**src/rtl/mcu_pkg.sv**
```systemverilog
// Shared encodings for the 8-bit MCU front end: branch condition codes,
// sequencer states and the default program-counter width.
package mcu_pkg;

  localparam int unsigned PC_W_DEF = 8;

  typedef enum logic [2:0] {
    BR_ALW = 3'b000,
    BR_Z   = 3'b001,
    BR_NZ  = 3'b010,
    BR_C   = 3'b011,
    BR_NC  = 3'b100,
    BR_N   = 3'b101,
    BR_NN  = 3'b110,
    BR_NEV = 3'b111
  } br_cond_t;

  typedef enum logic [1:0] {
    ST_RUN   = 2'd0,
    ST_FLUSH = 2'd1,
    ST_HALT  = 2'd2
  } state_t;

endpackage

```
**src/rtl/pc_ret_stack.sv**
```systemverilog
// Return-address LIFO of DEPTH x PC_W entries. Pushes when full and pops
// when empty are ignored; the caller decides how to report them.
module pc_ret_stack #(
  parameter int unsigned PC_W  = 8,
  parameter int unsigned DEPTH = 4
) (
  input  logic            clk,
  input  logic            rst_n,
  input  logic            push,
  input  logic            pop,
  input  logic [PC_W-1:0] din,
  output logic [PC_W-1:0] dout,
  output logic            full,
  output logic            empty
);

  localparam int unsigned CW = $clog2(DEPTH + 1);

  logic [PC_W-1:0] mem [DEPTH];
  logic [CW-1:0]   cnt;
  logic [CW-1:0]   top;

  assign full  = (cnt == CW'(DEPTH));
  assign empty = (cnt == '0);
  assign top   = cnt - 1'b1;
  assign dout  = empty ? '0 : mem[top];

  always_ff @(posedge clk) begin
    if (!rst_n) begin
      cnt <= '0;
    end else if (push && !full) begin
      mem[cnt] <= din;
      cnt      <= cnt + 1'b1;
    end else if (pop && !empty) begin
      cnt <= cnt - 1'b1;
    end
  end

endmodule

```
**src/rtl/pc_sequencer.sv**
```systemverilog
// Program counter and next-PC sequencer: jumps, calls, returns, conditional
// branches, stall, halt and wrong-path squash. Optional return stack: PC_RET_STACK_EN.
module pc_sequencer
  import mcu_pkg::*;
#(
  parameter int unsigned     PC_W      = PC_W_DEF,
  parameter logic [PC_W-1:0] RESET_VEC = '0,
  parameter int unsigned     RS_DEPTH  = 4
) (
  input  logic            clk,
  input  logic            rst_n,
  input  logic            stall,
  input  logic            halt,
  input  logic            br_en,
  input  logic [2:0]      br_cond,
  input  logic            flag_z,
  input  logic            flag_c,
  input  logic            flag_n,
  input  logic [PC_W-1:0] BrA,
  input  logic            jmp_en,
  input  logic [PC_W-1:0] jmp_addr,
  input  logic            call_en,
  input  logic            ret_en,
  output logic [PC_W-1:0] pc,
  output logic            flush,
  output logic            taken,
  output logic            halted,
  output logic            stk_err
);

  state_t          state;
  logic            redirect;
  logic            stk_fault;
  logic            push;
  logic            pop;
  logic [PC_W-1:0] target;
  logic [PC_W-1:0] pc_inc;

  function automatic logic cond_true(input logic [2:0] c, input logic z,
                                     input logic cy, input logic n);
    case (br_cond_t'(c))
      BR_ALW:  return 1'b1;
      BR_Z:    return z;
      BR_NZ:   return !z;
      BR_C:    return cy;
      BR_NC:   return !cy;
      BR_N:    return n;
      BR_NN:   return !n;
      default: return 1'b0;
    endcase
  endfunction

  assign pc_inc = pc + 1'b1;

`ifdef PC_RET_STACK_EN
  logic [PC_W-1:0] rs_dout;
  logic            rs_full;
  logic            rs_empty;

  pc_ret_stack #(
    .PC_W  (PC_W),
    .DEPTH (RS_DEPTH)
  ) u_rs (
    .clk   (clk),
    .rst_n (rst_n),
    .push  (push),
    .pop   (pop),
    .din   (pc_inc),
    .dout  (rs_dout),
    .full  (rs_full),
    .empty (rs_empty)
  );
`else
  logic unused_cfg;
  assign unused_cfg = ^{ret_en, RS_DEPTH[0]};
  assign stk_err    = 1'b0;
`endif

  // Decode priority resolved combinationally; a failed pop falls through to pc+1.
  always_comb begin
    redirect  = 1'b0;
    target    = pc_inc;
    stk_fault = 1'b0;
    push      = 1'b0;
    pop       = 1'b0;
    if (state == ST_RUN && !stall && !halt) begin
      if (jmp_en || call_en) begin
        redirect = 1'b1;
        target   = jmp_addr;
`ifdef PC_RET_STACK_EN
        push      = call_en;
        stk_fault = call_en && rs_full;
      end else if (ret_en) begin
        if (rs_empty) begin
          stk_fault = 1'b1;
        end else begin
          pop      = 1'b1;
          redirect = 1'b1;
          target   = rs_dout;
        end
`endif
      end else if (br_en && cond_true(br_cond, flag_z, flag_c, flag_n)) begin
        redirect = 1'b1;
        target   = BrA;
      end
    end
  end

  always_ff @(posedge clk) begin
    if (!rst_n) begin
      state   <= ST_RUN;
      pc      <= RESET_VEC;
      flush   <= 1'b0;
      taken   <= 1'b0;
      halted  <= 1'b0;
`ifdef PC_RET_STACK_EN
      stk_err <= 1'b0;
`endif
    end else begin
      case (state)
        ST_RUN: begin
          flush <= 1'b0;
          taken <= 1'b0;
          if (!stall) begin
            if (halt) begin
              state  <= ST_HALT;
              halted <= 1'b1;
            end else begin
              pc <= target;
              if (redirect) begin
                flush <= 1'b1;
                taken <= 1'b1;
                state <= ST_FLUSH;
              end
            end
          end
`ifdef PC_RET_STACK_EN
          if (stk_fault) stk_err <= 1'b1;
`endif
        end
        ST_FLUSH: begin
          if (!stall) begin
            pc    <= pc_inc;
            flush <= 1'b0;
            taken <= 1'b0;
            state <= ST_RUN;
          end
        end
        ST_HALT: begin
          halted <= 1'b1;
        end
        default: begin
          state <= ST_RUN;
        end
      endcase
    end
  end

endmodule
```
**config.mk**
```make
export PLATFORM = sky130hd
export DESIGN_NAME = pc_sequencer
export DESIGN_NICKNAME = d
export VERILOG_FILES = /design/src/rtl/mcu_pkg.sv /design/src/rtl/pc_ret_stack.sv /design/src/rtl/pc_sequencer.sv
export SDC_FILE = /design/constraint.sdc
export NUM_CORES = 1
export LEC_CHECK = 0
export ABC_AREA = 1
export BUFFER_PORTS_ARGS = -buffer_cell sky130_fd_sc_hd__buf_2
export CAP_MARGIN = 25
export CORE_UTILIZATION = 46
export DETAILED_ROUTE_END_ITERATION = 8
export MAX_ROUTING_LAYER = met4
export PLACE_DENSITY = 0.78
export SYNTH_ARGS = -nofsm -noshare
export SYNTH_HDL_FRONTEND = slang
export SYNTH_SLANG_ARGS = --single-unit
```
**constraint.sdc**
```tcl
create_clock -name clk -period 1.95 [get_ports clk]
set_clock_uncertainty 0.2 [all_clocks]
set_input_delay 0.195 -clock clk [delete_from_list [all_inputs] [get_ports clk]]
set_output_delay 0.195 -clock clk [all_outputs]
set_load 0.005 [all_outputs]
```
==> impl_results.md <==
- Core Region: between 1500 and 2000 um2
- Top Family by Delay on Critical Path: simple AND/OR/NAND/NOR gates
- CP cell instances: nor4_4, buf_4, a21boi_1, nor2_1, nor2_1
- XOR/XNOR Fraction of Synth Area: 0.0551
- Worst stage delay on the critical path: 470 ps
- Total grt overflow: 0
- Final max-slew violation count: 0
- Outcome: completed
- Clock sink count: 12
- Top cell by count, worst path: nor2_1
- Psw: 207 uW
- Vias in the first global route: between 900 and 1000
- # setup viols final: 0
- Starting Density: 0.486
- Max FO, Critical Path: 7
- Dpl cells: between 200 and 250
- Post-Synth Adder-Cell Area: 0.0131
- CTS resizes: 0
- Unique cell type count in the Yosys netlist: 24
- FILL cells: roughly 210
- Hold Violations, Final: 0
- I/O pin cnt: 42
- Avg Cell Area, Syn: just over 6 um2
- Required time worst endpoint: roughly 1900 ps
- Die Area: 2260 um2
- First-pass GRT wire length: 3.48 mm
- # Max-Cap Violations: 0
- N_diodes: 0
- Cts bufs inserted: 3
- Share of cells above drive strength 1: 0.296
- CTS Hold Buffers Added: 0
- Fin crit share: 0.829
- Yosys reg bits: 12
- Switching share of power: 0.330
- Metal3 WL: just under 90 um
- Synth Area in Compound Gates: 0.0840
- Crit end category: flop
- DRT met1 WL: ~970 um
- Non-filler cells, final: 223
- Netlist Area Pre-Place: about 950 um2
- YS warnings: 0
- Residual DRC: 0
- CTS clk-pin slew, worst paths: 70 ps
- Largest net degree at the start of global routing: 15
- Critical path class: reg -> reg
- CTS Buffer Depth: 2
- Post-Synthesis Cells: about 160
- Met2 WL post-DR: between 1 and 1.5 mm
- Synth Area in Simple Gates: 0.462
- Internal: between 400 and 500 uW
- Dpl hpwl: roughly 1.8 mm
- Worst EP arrival: between 1500 and 2000 ps
- Vias: 1070
- Area delta synth->final: 22.4%
- Die Ht: ~48 um
- Combinational family with the most area after synthesis: simple AND/OR/NAND/NOR gates
- Buffers on Ports: 39
- Die span in x: about 48 um
- Power density over cell area: roughly 540 nW/um2
- Max VDD drop: ~0.00040 V
- GP Congestion: around 0.81
- Total GRT Usage: 0.223
- Synth Net Count: 189
- Worst Path Buf+Inv: 1
- Clock share of power: 0.245
- CTS H-tree lvls: 1
- Sequential element share of the synthesized area: 0.252
- Total routed wirelength: roughly 2.2 mm
- FP Rows: 16
- Iter 0 DRT Violations: 24
- Vias per std cell: between 4 and 5
- Sequential power share: 0.456
- Final antenna-violating net count: 0
- Pre-Repair DR Iteration Count: 4
- Overall power: roughly 630 uW
- Max stage delay cell, worst path: nor4_4
- Fmax: ~620 MHz
- Min Tclk post-route: approximately 1600 ps
- Mux cell area share after synthesis: 0
- LEAKAGE: 0.000645 uW
- Comb pwr share: 0.299
- WL/cell: approximately 10 um
- CTS tree: yes
- Critical Path Start Type: flop
- Later-pin clock latency in the skew report: between 200 and 300 ps
- Root buffer cell: clkbuf_4
- Hold Path Class: in -> reg
- Final #Nets: approximately 230
- Post-CTS Setup Inserts: 0
- Initial antenna violation count: 0
- DR top layer: met4
- Total Negative Setup Slacks: 0 ps
- RSZ-0062 raised after global routing: no
worst min-delay path: cells and delay by family:
kind                   cells  cell delay (ps)
AND/OR/NAND/NOR            1               40
buffers and inverters      1              130
AO/OA/AOI/OAI              1               70
Yosys cell counts:
cell type	number	area (um2)
a21boi_1	1	7.51
a21oi_1	8	40.0
buf_4	3	22.5
buf_6	2	22.5
conb_1	1	3.75
dfxtp_1	12	240
ha_1	1	12.5
inv_1	14	52.6
inv_2	7	26.3
nand2_1	37	139
nand2_2	2	12.5
nand2_4	1	11.3
nand3_1	16	80.1
nand3_2	2	20.0
nor2_1	34	128
nor2_2	1	6.26
nor2_4	1	11.3
nor3_1	1	5.00
nor4_4	1	21.3
o211ai_1	1	7.51
o21ai_0	5	25.0
or2_1	1	6.26
xnor2_1	1	8.76
xor2_1	5	43.8
final timing paths:
check        slack, ps      to  depth (start not counted)     start
max                330   pc[1]                          5  state[1]
min                  7   pc[1]                          3     rst_n
max reg2reg        330   pc[1]                          5  state[1]
min reg2reg        250  halted                          2    halted
logic make-up (layout without fill, tap and decap cells):
logic type / after synthesis / count (layout)
XOR/XNOR: 6 / 6
other: 1 / 1
flip-flops: 12 / 12
buffers and inverters: 26 / 64
adder cells (fa/ha/maj): 1 / 1
AO/OA/AOI/OAI: 15 / 15
AND/OR/NAND/NOR: 97 / 97
layout make-up:
type / count / area (um2) / share of cell area
multi-input combinational: 120 / 589 / 0.505
sequential: 12 / 240 / 0.206
timing repair buffer: 40 / 203 / 0.174
inverter: 21 / 78.8 / 0.0675
tap: 27 / 33.8 / 0.0289
clock buffer: 3 / 22.5 / 0.0193
metal layers:
layer,vias up,GRT usage
met4,0,0.0571
li1,563,-
met2,19,0.408
met3,5,0.0604
met5,-,-
met1,483,0.234
state kept, by name, summed over array words and instances, names as in the netlist:
signal / flops
taken: 1
halted: 1
state: 2
pc: 8
power by group through the flow:
stage / registers, uW / clock network (uW) / logic, uW
floorplan: 290 / 0 / 123
global placement: 289 / 0 / 181
detailed placement: 291 / 0 / 187
CTS: 285 / 154 / 188
global route: 289 / 163 / 215
finish: 286 / 154 / 188
placed cells by master (no fill, tap or decap):
cell type and instances:
nand2_4 1, o211ai_1 1, ha_1 1, a21boi_1 1
buf_2 39, nor2_1 34, clkbuf_4 3, a21oi_1 8
nand2_2 2, or2_1 1, nand3_2 2, nor4_4 1
inv_2 7, nor3_1 1, nor2_4 1, dfxtp_1 12
nor2_2 1, buf_4 1, nand3_1 16, conb_1 1
xor2_1 5, nand2_1 37, o21ai_0 5, inv_1 14
xnor2_1 1
metrics by stage:
stage / hold slack [ps] / utilization / worst slack, ps / instance area (um2)
after floorplan: 137 / - / 569 / 953
after global placement: 235 / 0.584 / 364 / 1140
after detailed placement: 244 / 0.584 / 334 / 1140
after CTS: 4.27 / 0.595 / 327 / 1170
after global routing: 23.1 / 0.595 / 198 / 1170
final: 6.90 / 0.595 / 333 / 1170
(Power assumes the default switching activity.)
